[src/rtl/sum_tree_pkg.sv]
// Shared types and helpers for the summing-tree environment.
// The entry struct uses the default widths so benches and models can share it.
package sum_tree_pkg;

    localparam int OVF_CNT_WIDTH  = 16;
    localparam int DEF_DATA_WIDTH = 8;
    localparam int DEF_NUM_INPUTS = 8;
    localparam int DEF_SEQ_WIDTH  = 8;

    function automatic int sum_width(input int data_w, input int n);
        return data_w + $clog2(n);
    endfunction

    localparam int DEF_SUM_WIDTH = sum_width(DEF_DATA_WIDTH, DEF_NUM_INPUTS);

    typedef struct packed {
        logic [DEF_SEQ_WIDTH-1:0]  seq;
        logic [DEF_SUM_WIDTH-1:0]  sum;
        logic [DEF_DATA_WIDTH-1:0] mean;
    } result_entry_t;

endpackage

[src/rtl/sum_result_fifo.sv]
// Generic first-word-fall-through FIFO with register storage.
// A push while full is taken only when a pop happens in the same cycle.
module sum_result_fifo #(
    parameter  int WIDTH = 8,
    parameter  int DEPTH = 4,
    localparam int PTR_W = $clog2(DEPTH),
    localparam int CNT_W = PTR_W + 1
) (
    input  logic             clk,
    input  logic             rst_n,
    input  logic             push,
    input  logic             pop,
    input  logic [WIDTH-1:0] wr_data,
    output logic [WIDTH-1:0] rd_data,
    output logic             full,
    output logic             empty,
    output logic [CNT_W-1:0] count
);

    logic [WIDTH-1:0] mem [DEPTH];
    logic [PTR_W-1:0] wr_ptr;
    logic [PTR_W-1:0] rd_ptr;
    logic             do_push;
    logic             do_pop;

    assign full    = (count == CNT_W'(DEPTH));
    assign empty   = (count == '0);
    assign do_pop  = pop && !empty;
    assign do_push = push && (!full || do_pop);
    assign rd_data = mem[rd_ptr];

    always_ff @(posedge clk or negedge rst_n) begin
        if (!rst_n) begin
            for (int unsigned i = 0; i < DEPTH; i++) begin
                mem[i] <= '0;
            end
            wr_ptr <= '0;
            rd_ptr <= '0;
            count  <= '0;
        end else begin
            if (do_push) begin
                mem[wr_ptr] <= wr_data;
                wr_ptr      <= wr_ptr + 1'b1;
            end
            if (do_pop) begin
                rd_ptr <= rd_ptr + 1'b1;
            end
            if (do_push && !do_pop) begin
                count <= count + 1'b1;
            end else if (!do_push && do_pop) begin
                count <= count - 1'b1;
            end
        end
    end

endmodule

[src/rtl/sum_result_collector.sv]
// Captures every completed sum from the summing tree, tags it with a sequence
// number and rounded mean, and serves it over a valid/ready interface.
module sum_result_collector
    import sum_tree_pkg::*;
#(
    parameter  int NUM_INPUTS = 8,
    parameter  int DATA_WIDTH = 8,
    parameter  int FIFO_DEPTH = 4,
    parameter  int SEQ_WIDTH  = 8,
    localparam int SUM_WIDTH  = sum_width(DATA_WIDTH, NUM_INPUTS),
    localparam int CNT_W      = $clog2(FIFO_DEPTH) + 1
) (
    input  logic                     clk,
    input  logic                     rst_n,
    input  logic [SUM_WIDTH-1:0]     sum_in,
    input  logic                     sum_valid_in,
    output logic                     m_valid,
    input  logic                     m_ready,
    output logic [SUM_WIDTH-1:0]     m_sum,
    output logic [DATA_WIDTH-1:0]    m_mean,
    output logic [SEQ_WIDTH-1:0]     m_seq,
    output logic [CNT_W-1:0]         fifo_count,
    output logic                     drop_pulse,
    output logic [OVF_CNT_WIDTH-1:0] overflow_cnt
);

    localparam int LOG2_N  = $clog2(NUM_INPUTS);
    localparam int ENTRY_W = SEQ_WIDTH + SUM_WIDTH + DATA_WIDTH;

    logic [DATA_WIDTH-1:0] mean;
    logic [SEQ_WIDTH-1:0]  seq_cnt;
    logic [ENTRY_W-1:0]    wr_entry;
    logic [ENTRY_W-1:0]    rd_entry;
    logic                  full;
    logic                  empty;
    logic                  pop;
    logic                  drop;

    // Round half up; the sum width leaves headroom so the add cannot carry out.
    assign mean     = DATA_WIDTH'((sum_in + SUM_WIDTH'(NUM_INPUTS / 2)) >> LOG2_N);
    assign wr_entry = {seq_cnt, sum_in, mean};

    assign m_valid = !empty;
    assign pop     = m_valid && m_ready;
    assign drop    = sum_valid_in && full && !pop;
    assign {m_seq, m_sum, m_mean} = rd_entry;

    sum_result_fifo #(
        .WIDTH (ENTRY_W),
        .DEPTH (FIFO_DEPTH)
    ) u_fifo (
        .clk     (clk),
        .rst_n   (rst_n),
        .push    (sum_valid_in),
        .pop     (pop),
        .wr_data (wr_entry),
        .rd_data (rd_entry),
        .full    (full),
        .empty   (empty),
        .count   (fifo_count)
    );

    // Sequence advances on every pulse, so dropped results leave gaps in m_seq.
    always_ff @(posedge clk or negedge rst_n) begin
        if (!rst_n) begin
            seq_cnt      <= '0;
            drop_pulse   <= 1'b0;
            overflow_cnt <= '0;
        end else begin
            if (sum_valid_in) begin
                seq_cnt <= seq_cnt + 1'b1;
            end
            drop_pulse <= drop;
            if (drop && (overflow_cnt != '1)) begin
                overflow_cnt <= overflow_cnt + 1'b1;
            end
        end
    end

`ifndef SYNTHESIS
    a_count_max: assert property (@(posedge clk) disable iff (!rst_n)
        fifo_count <= CNT_W'(FIFO_DEPTH));
    a_head_stable: assert property (@(posedge clk) disable iff (!rst_n)
        m_valid && !m_ready |=> m_valid && $stable({m_seq, m_sum, m_mean}));
`endif

endmodule
[config.mk]
export PLATFORM = sky130hd
export DESIGN_NAME = sum_result_collector
export DESIGN_NICKNAME = d
export VERILOG_FILES = /design/src/rtl/sum_tree_pkg.sv /design/src/rtl/sum_result_fifo.sv /design/src/rtl/sum_result_collector.sv
export SDC_FILE = /design/constraint.sdc
export NUM_CORES = 1
export LEC_CHECK = 0
export BUFFER_PORTS_ARGS = -buffer_cell sky130_fd_sc_hd__buf_4
export CAP_MARGIN = 20
export CORE_MARGIN = 1.5
export CORE_UTILIZATION = 25
export DETAILED_ROUTE_END_ITERATION = 10
export SKIP_LAST_GASP = 1
export SLEW_MARGIN = 15
export SYNTH_ARGS = -nofsm -noshare
export SYNTH_HDL_FRONTEND = slang
export SYNTH_HIERARCHICAL = 1
export SYNTH_SLANG_ARGS = --single-unit
[constraint.sdc]
create_clock -name clk -period 3.35 [get_ports clk]
set_input_delay 0.67 -clock clk [delete_from_list [all_inputs] [get_ports clk]]
set_output_delay 0.67 -clock clk [all_outputs]
set_load 0.01 [all_outputs]
Word level (Yosys, flattened, before mapping)
Cells that the tools add are included.
- register bits: 140
- bits of input ports: 15
- output and inout bits: 48
- logic and storage cells: 49
- $add $sub $neg: 7
- magnitude comparators: 3
- eq/ne operators: 2
- muxes and demuxes: 8
- bitwise operators: 2
- reductions and logical operators: 17
- operators with widths (kind ; count):
    108-bit bitwise mux ; 1
    27-bit two-way mux ; 3
    27-bit binary-select mux with 2-bit select ; 1
    27-bit demux with 2-bit select ; 1
    16-bit by 1-bit adder with 16-bit output (second input constant) ; 1
    16-bit != test (second input constant) ; 1
    11-bit by 3-bit adder with 11-bit output (second input constant) ; 1
    1-bit logical AND ; 9
    8-bit by 1-bit adder with 8-bit output (second input constant) ; 1
    3-bit greater-or-equal comparator (second input constant) ; 2
    3-bit two-way mux ; 2
    2-bit NOT with 3-bit output ; 2
    1-bit logical NOT ; 5
    2-bit by 1-bit adder with 2-bit output (second input constant) ; 2
    3-bit by 1-bit adder with 3-bit output (second input constant) ; 1
    3-bit equality test (second input constant) ; 1
    3-bit logical NOT ; 1
    3-bit by 1-bit < comparator with 1-bit output (second input constant) ; 1
    3-bit by 1-bit subtractor with 3-bit output (second input constant) ; 1
    2-bit nonzero test ; 1
    1-bit logical OR ; 1

Depth between registers and ports, before layout
- word-level depth: 10
- mapped depth: 10
- mapped depth without buffers: 10

By module
The synthesis kept the hierarchy.
- modules (own cells, without submodules) (module ; instances ; cells an instance ; area an instance (µm²)):
    sum_result_fifo ; 1 ; 296 ; 5091.1
    sum_result_collector ; 1 ; 125 ; 1343.8

Worst setup path after synthesis
No wires, ideal clock.
- kind: reg2reg
- from: register u_fifo.count[0]
- to: register u_fifo.count[1]
- data arrival time: 2.562 ns
- slack: 0.663 ns
- stages on the path, launching flop included: 9
- path through: dfrtp_1 nor3_1 nor2b_1 nor4b_4 and2b_2 ha_1 inv_1 fa_1 mux2_2
- word-level cells in the longest chain between the ends: 9
- elaborated cells between the ends (all ways): 17
- classes of those cells: add/sub: 2; eq/ne: 1; mux: 2; reduce/logical: 12
- RTL lines (what ; line ; RTL):
    start: declaration ; sum_result_fifo.sv:17 ; output logic [CNT_W-1:0] count
    start signal: assignment ; sum_result_fifo.sv:49 ; count <= count + 1'b1;
    start signal: assignment ; sum_result_fifo.sv:51 ; count <= count - 1'b1;
    3-bit logical NOT (*) ; sum_result_fifo.sv:27 ; assign empty = (count == '0);
    net empty ; sum_result_collector.sv:35 ; logic empty;
    1-bit logical NOT (*) ; sum_result_collector.sv:43 ; assign m_valid = !empty;
    1-bit logical AND (*) ; sum_result_collector.sv:44 ; assign pop = m_valid && m_ready;
    net pop ; sum_result_collector.sv:36 ; logic pop;
    1-bit logical AND (*) ; sum_result_fifo.sv:28 ; assign do_pop = pop && !empty;
    1-bit logical OR (*) ; sum_result_fifo.sv:29 ; assign do_push = push && (!full || do_pop);
    1-bit logical AND (*) ; sum_result_fifo.sv:29 ;
    net u_fifo.do_push ; sum_result_fifo.sv:23 ; logic do_push;
    1-bit logical NOT ; sum_result_fifo.sv:50 ; end else if (!do_push && do_pop) begin
    1-bit logical AND ; sum_result_fifo.sv:50 ;
    2-bit nonzero test (no line) ; - ;
The timed path passes the listed nets; every way through them passes the cells marked *. The select of a mux whose other input is x is not followed.
A chain may end at the register's enable or synchronous reset.

Worst setup path after layout
Same ends and word-level chain as after synthesis.

==> flow_summary.ini <==
[outcome]
status = finished, final reports clean

[layout]
multi_input_area_sq_um = 2780
n_antenna_cell = 0
areaGrowthSynthToFinish_pct = 22.6
fin_nets = 518
drive_gt1_frac = 0.499
fill_cells = 2493
final_cells = 837
regArea_sq_um = 3500
finish.utilization = 0.312

[worst_setup_path]
arrival_ns = 3.13
critPathMaxFanout = 8
critPathCaptureType = flop
critPathRequiredTime_ns = 3.65
ff2ff_setup_slack_ns = 0.52
critPathKind = flop to flop
max_stage_delay_ns = 0.48
startpoint_type = flop
crit_slowest_cell = dfrtp_1
path_cells = nor3_1 -> nor2b_1 -> nor4b_4 -> and2b_2 -> ha_1 -> inv_1 -> fa_1 -> mux2_2

[clock_tree]
clock_latency_ns = 0.41
clockBufferDepth = 2
clk_pin_slew_ns = 0.06
cts_max_level = 4
post_cts_resized = 0
cts_tree = done
cts_root_buf = clkbuf_16
ctsHoldBuffers = 0
cts_sinks = 140
cts_buffers = 17
postCtsSetupBuffers = 0

[sta]
period_minus_slack_ns = 2.83
whs_ns = 0.106
setup_tns_ns = 0
setup_viol = 0
worst_pin_slew_ns = 0.718
finalHoldViolCount = 0
rsz0062_at_grt = false
clock.fmax_ghz = 0.353
finalClockSkew_ns = 0.00763
relSlewSlack = 0.517
drv_slew = 0
period_share = 0.845

[routing]
wl_microns = 14000
vias_per_cell = 4.50
num_vias = 3769
wl_per_cell_microns = 16.7
drtIter0Drc = 166
dr.pass1.iters = 4
drcViolationCount = 0
ant_nets = 0

[synthesis]
avgSynthCellArea_sq_um = 15.3
yosysMostFrequentCell = dfrtp_1
yosysTopAreaCell = dfrtp_1
synth-main-ff-cell = dfrtp_1
synth_warnings = 6
synth-edff-count = 0
ys_top_cells_by_area = dfrtp_1, mux2_2, mux4_2
synth_cell_types = 43
syn_inst = 421
syn-cell-area_sq_um = 6430
ys_ff_latch = 140
synth-async-reset-ratio = 1.00
ys_seq_area_frac = 0.544
syn_nets = 445
post-synth-top-area-fraction = 0.544
ys_top_cells_by_count = dfrtp_1, mux2_2, mux4_2, xnor2_1, nand2_1

[place]
routabilityCongestion = 0.733
io_buffers = 62
detailed_place_hpwl_microns = 9270
dp_cells = 805

[global_route]
grt_max_degree = 117
grt_pass1_vias = 4243
grt_overflow = 0
gr-usage-all-layers = 0.113
antenna_found_initial = 0
grt_pass1_wl_microns = 22900

[floorplanning]
die_area_sq_um = 26700
io_pins = 63
start_util = 0.255
dieWidth_microns = 163
die_y_microns = 163
core_area_sq_um = 25300
row_count = 58

[min_path]
hp-class = input port to async pin

[pwr]
p_leak_nw = 3.35
peakVddDrop_v = 0.000445
power_w = 0.00792
powerDensity_nw_per_um2 = 1000

[run]
drv_cap = 0
[cells by family (layout without fill, tap and decap cells)]
group                      after synthesis  in the layout  synth area share
xor gates and xnor gates                29             29            0.0395
AOI/OAI and AO/OA                       10             10            0.0124
adders and majority gates                9              9            0.0187
buffers and inverters                   21            107            0.0241
muxes                                  142            142             0.296
DFF                                    140            140             0.544
and+or+nand+nor                         70             70            0.0646
[worst paths after layout]
path | from | endpoint | depth (start not counted)
max | u_fifo/count[0]$_DFFE_PN0P_ | u_fifo/count[1]$_DFFE_PN0P_ | 8
min in group clk | u_fifo/rd_ptr[1]$_DFFE_PN0P_ | u_fifo/rd_ptr[1]$_DFFE_PN0P_ | 1
max reg2reg | u_fifo/count[0]$_DFFE_PN0P_ | u_fifo/count[1]$_DFFE_PN0P_ | 8
min | rst_n | overflow_cnt[0]$_DFFE_PN0P_ | 1
min reg2reg | u_fifo/rd_ptr[1]$_DFFE_PN0P_ | u_fifo/rd_ptr[1]$_DFFE_PN0P_ | 1
max in group asynchronous | rst_n | u_fifo/mem[87]$_DFFE_PN0P_ | 2
[registers in the layout (all words and copies together), names as in the netlist]
signal and count:
seq_cnt 8, u_fifo/wr_ptr 2, u_fifo/mem 108, drop_pulse 1, overflow_cnt 16, u_fifo/rd_ptr 2
u_fifo/count 3
[routing by layer]
layer / vias to the layer above / part of all wire / global-route usage
li1: 1699 / - / -
met1: 1979 / 0.45 / 0.137
met3: 22 / 0.034 / 0.0317
met5: - / 0 / 0
met4: 0 / 0.020 / 0.0463
met2: 69 / 0.50 / 0.187
[placed cells by master, fill, tap and decap left out, types with 3 or more instances in the layout]
cell	count
dfrtp_1	139
mux2_2	114
buf_4	67
mux4_2	27
xnor2_1	18
clkbuf_16	17
nand2_1	15
xor2_1	11
nand4_1	10
nand3_1	8
ha_1	8
and3_1	5
nor2_1	5
inv_1	5
nor4_1	4
clkbuf_1	4
bufinv_16	4
clkinv_4	4
nor2_2	4
nor3_1	3
[per-stage QoR]
stage / area [sq um] / setup slack, ns
final: 7890 / 0.519
after global routing: 7890 / 0.374
after CTS: 7890 / 0.523
after detailed placement: 7270 / 0.466
after global placement: 7270 / 0.547
after floorplan: 6430 / 0.663
[report_power, final]
| group | leakage [nW] | internal, W | switching [W] |
|---|---|---|---|
| sequential | 1.72 | 0.00244 | 0.000499 |
| clock | 0.302 | 0.00127 | 0.000695 |
| combinational | 1.32 | 0.00178 | 0.00124 |
| total | 3.35 | 0.00548 | 0.00244 |
[layout make-up]
cell class | instances | share of cell area
Multi-Input combinational cell | 260 | 0.352
Clock buffer | 22 | 0.0576
Clock inverter | 10 | 0.0209
Timing Repair Buffer | 70 | 0.0703
Sequential cell | 140 | 0.444
Inverter | 5 | 0.00238
Tap cell | 330 | 0.0524
[critical path: cells and delay by family (launching register included)]
kind | cells | cell delay [ns]
DFF | 1 | 0.48
muxes | 1 | 0.27
buffers and inverters | 1 | 0.07
adders and majority gates | 2 | 0.64
and+or+nand+nor | 4 | 1.25
Power figures use the tool's default switching activity.
